--- config.mk ---
export PLATFORM = sky130hd
export DESIGN_NAME = pipe_vect_skid
export DESIGN_NICKNAME = d
export VERILOG_FILES = /design/src/rtl/pipe_vect_skid.sv
export SDC_FILE = /design/constraint.sdc
export NUM_CORES = 1
export LEC_CHECK = 0
export BUFFER_PORTS_ARGS = -buffer_cell sky130_fd_sc_hd__buf_2
export CORE_MARGIN = 3
export CORE_UTILIZATION = 40
export CTS_CLUSTER_DIAMETER = 150
export CTS_CLUSTER_SIZE = 24
export DETAILED_ROUTE_END_ITERATION = 7
export SLEW_MARGIN = 0
export SYNTH_ARGS = -nofsm -noshare
export SYNTH_HDL_FRONTEND = slang
export SYNTH_SLANG_ARGS = --single-unit
--- constraint.sdc ---
create_clock -name clk -period 1.7 [get_ports clk]
set_clock_uncertainty 0.1 [all_clocks]
set_input_delay 0.34 -clock clk [delete_from_list [all_inputs] [get_ports clk]]
set_output_delay 0.34 -clock clk [all_outputs]
set_load 0.02 [all_outputs]
--- src/rtl/pipe_vect_skid.sv ---
// Elastic stage register for the vector datapath: a main entry driving the
// outputs plus a skid entry, so in_ready comes straight from a flop.
// Captured operands have disabled lanes forced to zero.
//
// state | meaning
// EMPTY | nothing held, out_valid low
// ONE   | main holds the oldest beat, skid unused
// TWO   | main and skid both hold beats, in_ready low
module pipe_vect_skid #(
  parameter int CTRL_W       = 24,
  parameter int registerSize = 8,
  parameter int vectorSize   = 4,
  parameter int NUM_OPERANDS = 2
) (
  input  logic                                                     clk,
  input  logic                                                     rst,
  input  logic                                                     flush,
  input  logic                                                     in_valid,
  output logic                                                     in_ready,
  input  logic [CTRL_W-1:0]                                        in_ctrl,
  input  logic [NUM_OPERANDS-1:0][vectorSize-1:0][registerSize-1:0] in_vec,
  input  logic [vectorSize-1:0]                                    in_mask,
  output logic                                                     out_valid,
  input  logic                                                     out_ready,
  output logic [CTRL_W-1:0]                                        out_ctrl,
  output logic [NUM_OPERANDS-1:0][vectorSize-1:0][registerSize-1:0] out_vec,
  output logic [vectorSize-1:0]                                    out_mask,
  output logic [1:0]                                               occupancy
);

  typedef enum logic [1:0] {
    EMPTY = 2'd0,
    ONE   = 2'd1,
    TWO   = 2'd2
  } skidState_e;

  skidState_e state;
  skidState_e stateNext;

  logic inReadyQ;
  logic push;
  logic pop;
  logic loadMainIn;
  logic loadMainSkid;
  logic loadSkid;

  logic [NUM_OPERANDS-1:0][vectorSize-1:0][registerSize-1:0] maskedVec;

  logic [CTRL_W-1:0]                                        mainCtrl;
  logic [NUM_OPERANDS-1:0][vectorSize-1:0][registerSize-1:0] mainVec;
  logic [vectorSize-1:0]                                    mainMask;
  logic [CTRL_W-1:0]                                        skidCtrl;
  logic [NUM_OPERANDS-1:0][vectorSize-1:0][registerSize-1:0] skidVec;
  logic [vectorSize-1:0]                                    skidMask;

  assign push = in_valid && inReadyQ;
  assign pop  = (state != EMPTY) && out_ready;

  // Zero every disabled lane of every operand before it is captured.
  always_comb begin
    maskedVec = '0;
    for (int op = 0; op < NUM_OPERANDS; op++) begin
      for (int lane = 0; lane < vectorSize; lane++) begin
        if (in_mask[lane]) begin
          maskedVec[op][lane] = in_vec[op][lane];
        end
      end
    end
  end

  // Next-state and data-load selection; flush overrides every transition.
  always_comb begin
    stateNext    = state;
    loadMainIn   = 1'b0;
    loadMainSkid = 1'b0;
    loadSkid     = 1'b0;
    unique case (state)
      EMPTY: begin
        if (push) begin
          stateNext  = ONE;
          loadMainIn = 1'b1;
        end
      end
      ONE: begin
        if (push && pop) begin
          loadMainIn = 1'b1;
        end else if (push) begin
          stateNext = TWO;
          loadSkid  = 1'b1;
        end else if (pop) begin
          stateNext = EMPTY;
        end
      end
      TWO: begin
        // in_ready is low here, so only a pop can move the state.
        if (pop) begin
          stateNext    = ONE;
          loadMainSkid = 1'b1;
        end
      end
      default: begin
        stateNext = EMPTY;
      end
    endcase
    if (flush) begin
      // A pop on this edge still counts as taken; the data simply stays put.
      stateNext    = EMPTY;
      loadMainIn   = 1'b0;
      loadMainSkid = 1'b0;
      loadSkid     = 1'b0;
    end
  end

  // State register.
  always_ff @(posedge clk or negedge rst) begin
    if (!rst) begin
      state <= EMPTY;
    end else begin
      state <= stateNext;
    end
  end

  // in_ready is its own flop so no input reaches it combinationally; it
  // stays low through reset and rises on the first edge afterwards.
  always_ff @(posedge clk or negedge rst) begin
    if (!rst) begin
      inReadyQ <= 1'b0;
    end else begin
      inReadyQ <= (stateNext != TWO);
    end
  end

  // Main entry: refilled from the input or promoted from skid.
  always_ff @(posedge clk or negedge rst) begin
    if (!rst) begin
      mainCtrl <= '0;
      mainVec  <= '0;
      mainMask <= '0;
    end else if (loadMainIn) begin
      mainCtrl <= in_ctrl;
      mainVec  <= maskedVec;
      mainMask <= in_mask;
    end else if (loadMainSkid) begin
      mainCtrl <= skidCtrl;
      mainVec  <= skidVec;
      mainMask <= skidMask;
    end
  end

  // Skid entry: absorbs the one beat that arrives while main is stalled.
  always_ff @(posedge clk or negedge rst) begin
    if (!rst) begin
      skidCtrl <= '0;
      skidVec  <= '0;
      skidMask <= '0;
    end else if (loadSkid) begin
      skidCtrl <= in_ctrl;
      skidVec  <= maskedVec;
      skidMask <= in_mask;
    end
  end

  // Occupancy encoding for the hazard logic.
  always_comb begin
    occupancy = 2'd0;
    unique case (state)
      EMPTY:   occupancy = 2'd0;
      ONE:     occupancy = 2'd1;
      TWO:     occupancy = 2'd2;
      default: occupancy = 2'd0;
    endcase
  end

  assign in_ready  = inReadyQ;
  assign out_valid = (state != EMPTY);
  assign out_ctrl  = mainCtrl;
  assign out_vec   = mainVec;
  assign out_mask  = mainMask;

endmodule

Word-level counts from Yosys, hierarchy flattened
Cells that the tools add are included.

Bits of input ports: 97. Output and inout port bits: 96. Register bits: 187. Logic and storage cells: 63.

Equality and inequality tests: 3. Multiplexer cells: 32. Reductions and logical operators: 6.

Operators by type and width (number): $mux W64 (2); $mux W8 (8); $mux W24 (2); $mux W2 (6); $mux W1 (9); $mux W4 (2); $pmux W2 S3 (1); $pmux W2 S2 (1); $reduce_bool A2 Y1 (2); $logic_and A1 B1 Y1 (3); $eq A2 B1 Y1 const B (1); $eq A2 B2 Y1 const B (1); $logic_not A2 Y1 (1); $ne A2 B2 Y1 const B (1); $pmux W1 S2 (1).

Logic depth before layout (Yosys ltp)
Word-level depth: 8. Mapped depth: 7. Depth with buffers taken out: 4.

Worst setup path after synthesis
Ideal clock, no wire load.

Kind: register to register. Start point: register state[0]. End point: register mainCtrl[10], in the netlist out_ctrl[10]. Slack: -64 ps. Required time: 1463 ps. Stages on the path, launching flop included: 8. Arrival time: 1527 ps. Clock period less this slack: 1764 ps. Buffers on the path: 3. Setup time: 137 ps. Cell sequence: dfrtp_1 -> and2b_1 -> and3b_1 -> buf_4 -> buf_12 -> buf_12 -> mux2i_1 -> a21oi_1.

Word-level cells in the longest chain between the ends: 7. Elaborated cells between the ends (all ways): 14. Classes of those cells: eq/ne (2); mux (7); reduce/logical (5).

RTL lines: start, declared (line 37) `skidState_e state;`; start signal, assigned (line 119) `state <= stateNext;`; $reduce_bool A2 Y1 (line 57) `assign pop = (state != EMPTY) && out_ready;`; $logic_and A1 B1 Y1 (line 57); $logic_and A1 B1 Y1 (line 85) `if (push && pop) begin`; $mux W1 (line 85); $pmux W1 S2 (line 77) `unique case (state)`; $mux W1 (line 105) `if (flush) begin`; $mux W24 or $reduce_bool A2 Y1 (tied branches); end signal, assigned (line 140) `mainCtrl <= in_ctrl;`; end signal, assigned (line 144) `mainCtrl <= skidCtrl;`; end, declared (line 49) `logic [CTRL_W-1:0] mainCtrl;`.

Parallel ways exist; a longest one is shown, timed or not. A chain may end at the register's enable or synchronous reset.

Final worst setup path
Start point: register state[1]. End point: output port out_valid.

Word-level cells in the longest chain between the ends: 1.

RTL lines: $reduce_bool A2 Y1 (line 175) `assign out_valid = (state != EMPTY);`; end, declared (line 23) `output logic out_valid,`.

Every way passes these cells.

==> flow_summary.json <==
{
  "pwr-share-seq": 0.471,
  "crit_path_end_kind": "primary output",
  "hpwl_um": 13500,
  "via_count": 6057,
  "ir_drop_mv": 0.679,
  "p_sw_frac": 0.301,
  "first_global_vias": 6014,
  "cp.buffers_inverters": 2,
  "nFillCells": 1820,
  "period_minus_slack_ns": 1.75,
  "initial_core_util": 0.412,
  "timing.final.crit_share": 1.03,
  "grt.total_usage": 0.174,
  "syn_nets": 861,
  "power.switching_w": 0.00378,
  "worstPathMaxFanout": 5,
  "place_congestion": 0.748,
  "postRouteAntennaNets": 0,
  "slew_headroom": 0.562,
  "utilization": 0.526,
  "cap_violations": 0,
  "internal_power_w": 0.00878,
  "numCtsBuffers": 17,
  "die_w_um": 149,
  "regArea_um2": 4680,
  "max_stage_delay_ns": 0.41,
  "via_per_inst": 4.88,
  "dieHeight_um": 149,
  "holdCritPathClass": "input port to flop",
  "seq_area_frac_synth": 0.576,
  "maxSlewViolCount": 0,
  "drt-total-wl_um": 19000,
  "cts_root_buf": "clkbuf_16",
  "finalSetupViolCount": 11,
  "layout.nets": 1060,
  "cts_sinks": 187,
  "mappedNetlistArea_um2": 8130,
  "path_cells": "buf_6 -> or2_4 -> buf_6",
  "grt_first_pass_wirelength_um": 30900,
  "core_area_um2": 19700,
  "multiInputGateArea_um2": 3060,
  "finalHoldViolations": 0,
  "critPathTopFamily": "flip-flops",
  "area_growth_syn_to_layout_pct": 27.6,
  "drt_iter0_markers": 210,
  "setup.worst_path.class": "flop to primary output",
  "synth_warnings": 0,
  "leakagePower_nw": 4.69,
  "cp_slowest_cell": "dfrtp_1",
  "crit_arrival_ns": 1.31,
  "antenna_found_initial": 3,
  "synthCells": 764,
  "combPwrFrac": 0.206,
  "finalSetupTns_ns": -0.156,
  "rsz0062_at_grt": "true",
  "tightestPinTransition_ns": 0.656,
  "crit_required_ns": 1.26,
  "postSynthAreaPerCell_um2": 10.6,
  "drc": 0,
  "clk_pin_slew_ns": 0.07,
  "max_freq_mhz": 570,
  "htree_levels": 4,
  "clockBufferDepth": 2,
  "cts_tree": "yes",
  "dieArea_um2": 22100,
  "status": "complete, but fails checks",
  "yosys_register_bits": 187,
  "grt.overflow.total": 0,
  "drive_gt1_frac": 0.286,
  "synth.distinct_cells": 20,
  "portBuffers": 192,
  "power.density_nw_per_um2": 1210,
  "rows": 51,
  "grt_max_degree": 61,
  "wl_per_cell_um": 15.3,
  "clockPowerShare": 0.323,
  "violations": "setup timing",
  "worst_slack_ns": -0.0547,
  "cp_common_cell": "buf_6",
  "drtPass1Iterations": 4,
  "crit_path_start_kind": "flop",
  "clock_latency_ns": 0.42,
  "cts_setup_buffers": 0,
  "pin_count": 193
}
-- state kept, by name, summed over array words and instances (netlist names) --
| register | count |
|---|---|
| out_mask | 4 |
| state | 2 |
| skidCtrl | 24 |
| in_ready | 1 |
| out_ctrl | 24 |
| skidMask | 4 |
| out_vec | 64 |
| skidVec | 64 |
-- cells by family after synthesis --
logic type,share of synthesized area
compound gates,0.138
buf+inv,0.0511
simple gates,0.0816
flops,0.576
mux,0.153
-- per-layer routing --
metal | GRT usage | routed length (um) | share of wire | up-vias
met3 | 0.0320 | 710 | 0.037 | 21
met4 | 0.0577 | 294 | 0.015 | 2
met2 | 0.286 | 9430 | 0.50 | 115
met1 | 0.234 | 8550 | 0.45 | 2895
met5 | 0 | 20 | 0.0011 | -
li1 | - | - | - | 3024
-- final timing paths --
path	startpoint	to	slack [ns]	depth (start not counted)
max in group asynchronous	rst	skidCtrl[18]	0.60	3
max reg2reg	state[0]	out_vec[0]	-0.01	6
min in group asynchronous	rst	out_vec[8]	0.29	2
min	in_ctrl[10]	skidCtrl[10]	0.05	2
max	state[1]	out_valid	-0.05	3
min reg2reg	skidVec[21]	skidVec[21]	0.38	2
-- repair_timing --
| item | CTS | global route |
|---|---|---|
| setup endpoints to repair | 4 | 141 |
| gates resized for setup | 13 | 8 |
| hold buffers | 1 | 0 |
| pin swaps | 1 | 4 |
| cloned | 0 | 2 |
| hold endpoints to repair | 26 | 0 |
-- power by group through the flow --
stage / Combinational (W) / Clock, W / Sequential [W]
floorplan: 0.00107 / 0 / 0.00643
global placement: 0.00256 / 0 / 0.00598
detailed placement: 0.00262 / 0 / 0.00600
CTS: 0.00263 / 0.00417 / 0.00592
global route: 0.00289 / 0.00436 / 0.00603
finish: 0.00259 / 0.00406 / 0.00592
-- metrics by stage --
step                      cell area [um2]  setup WS, ns  total power (W)  std cells  hold WS [ns]
final                               10400       -0.0547           0.0126       1242        0.0467
after global routing                10400        -0.112           0.0133       1242        0.0269
after CTS                           10300       -0.0837           0.0127       1238        0.0226
after detailed placement             9640       -0.0144          0.00862       1206         0.176
after global placement               9640        0.0135          0.00854       1206         0.177
after floorplan                      8130       -0.0346          0.00749        764       -0.0556
-- area by class of cell --
cell class	instances	share of cell area
Clock buffer	19	0.0417
Sequential cell	187	0.451
Multi-Input combinational cell	512	0.295
Inverter	1	0.000362
Timing Repair Buffer	244	0.164
Tap cell	265	0.0320
Clock inverter	12	0.0154
Antenna cell	2	0.000483
-- synthesized netlist by cell type, drive strengths merged --
master	count	area, um2
buf	23	258
nand2b	1	8.76
o21a	1	7.51
o22a	1	8.76
and4bb	1	12.5
mux2	28	315
and3b	1	8.76
o21ai	64	320
dfrtp	187	4680
and2b	3	22.5
mux2i	93	931
clkbuf	41	154
a21oi	156	781
a22oi	1	7.51
or2	1	6.26
inv	1	3.75
nand2	131	492
nor2	30	113
-- cell usage in the layout, fill, tap and decap left out, types with 2 or more instances in the layout --
cell type  synthesis  routed
buf_2             11     188
dfrtp_1          187     187
a21oi_1          156     156
nand2_1          131     130
mux2i_1           93      92
o21ai_1           64      64
nor2_1            30      30
mux2_1            28      28
buf_4              3      21
clkbuf_16          0      19
buf_12             9      19
buf_6              0       9
inv_6              0       4
bufinv_16          0       3
buf_8              0       3
diode_2            0       2
and2b_1            3       2
clkinv_2           0       2
clkinv_4           0       2
clkbuf_1          41       2
Power figures use the tool's default switching activity.
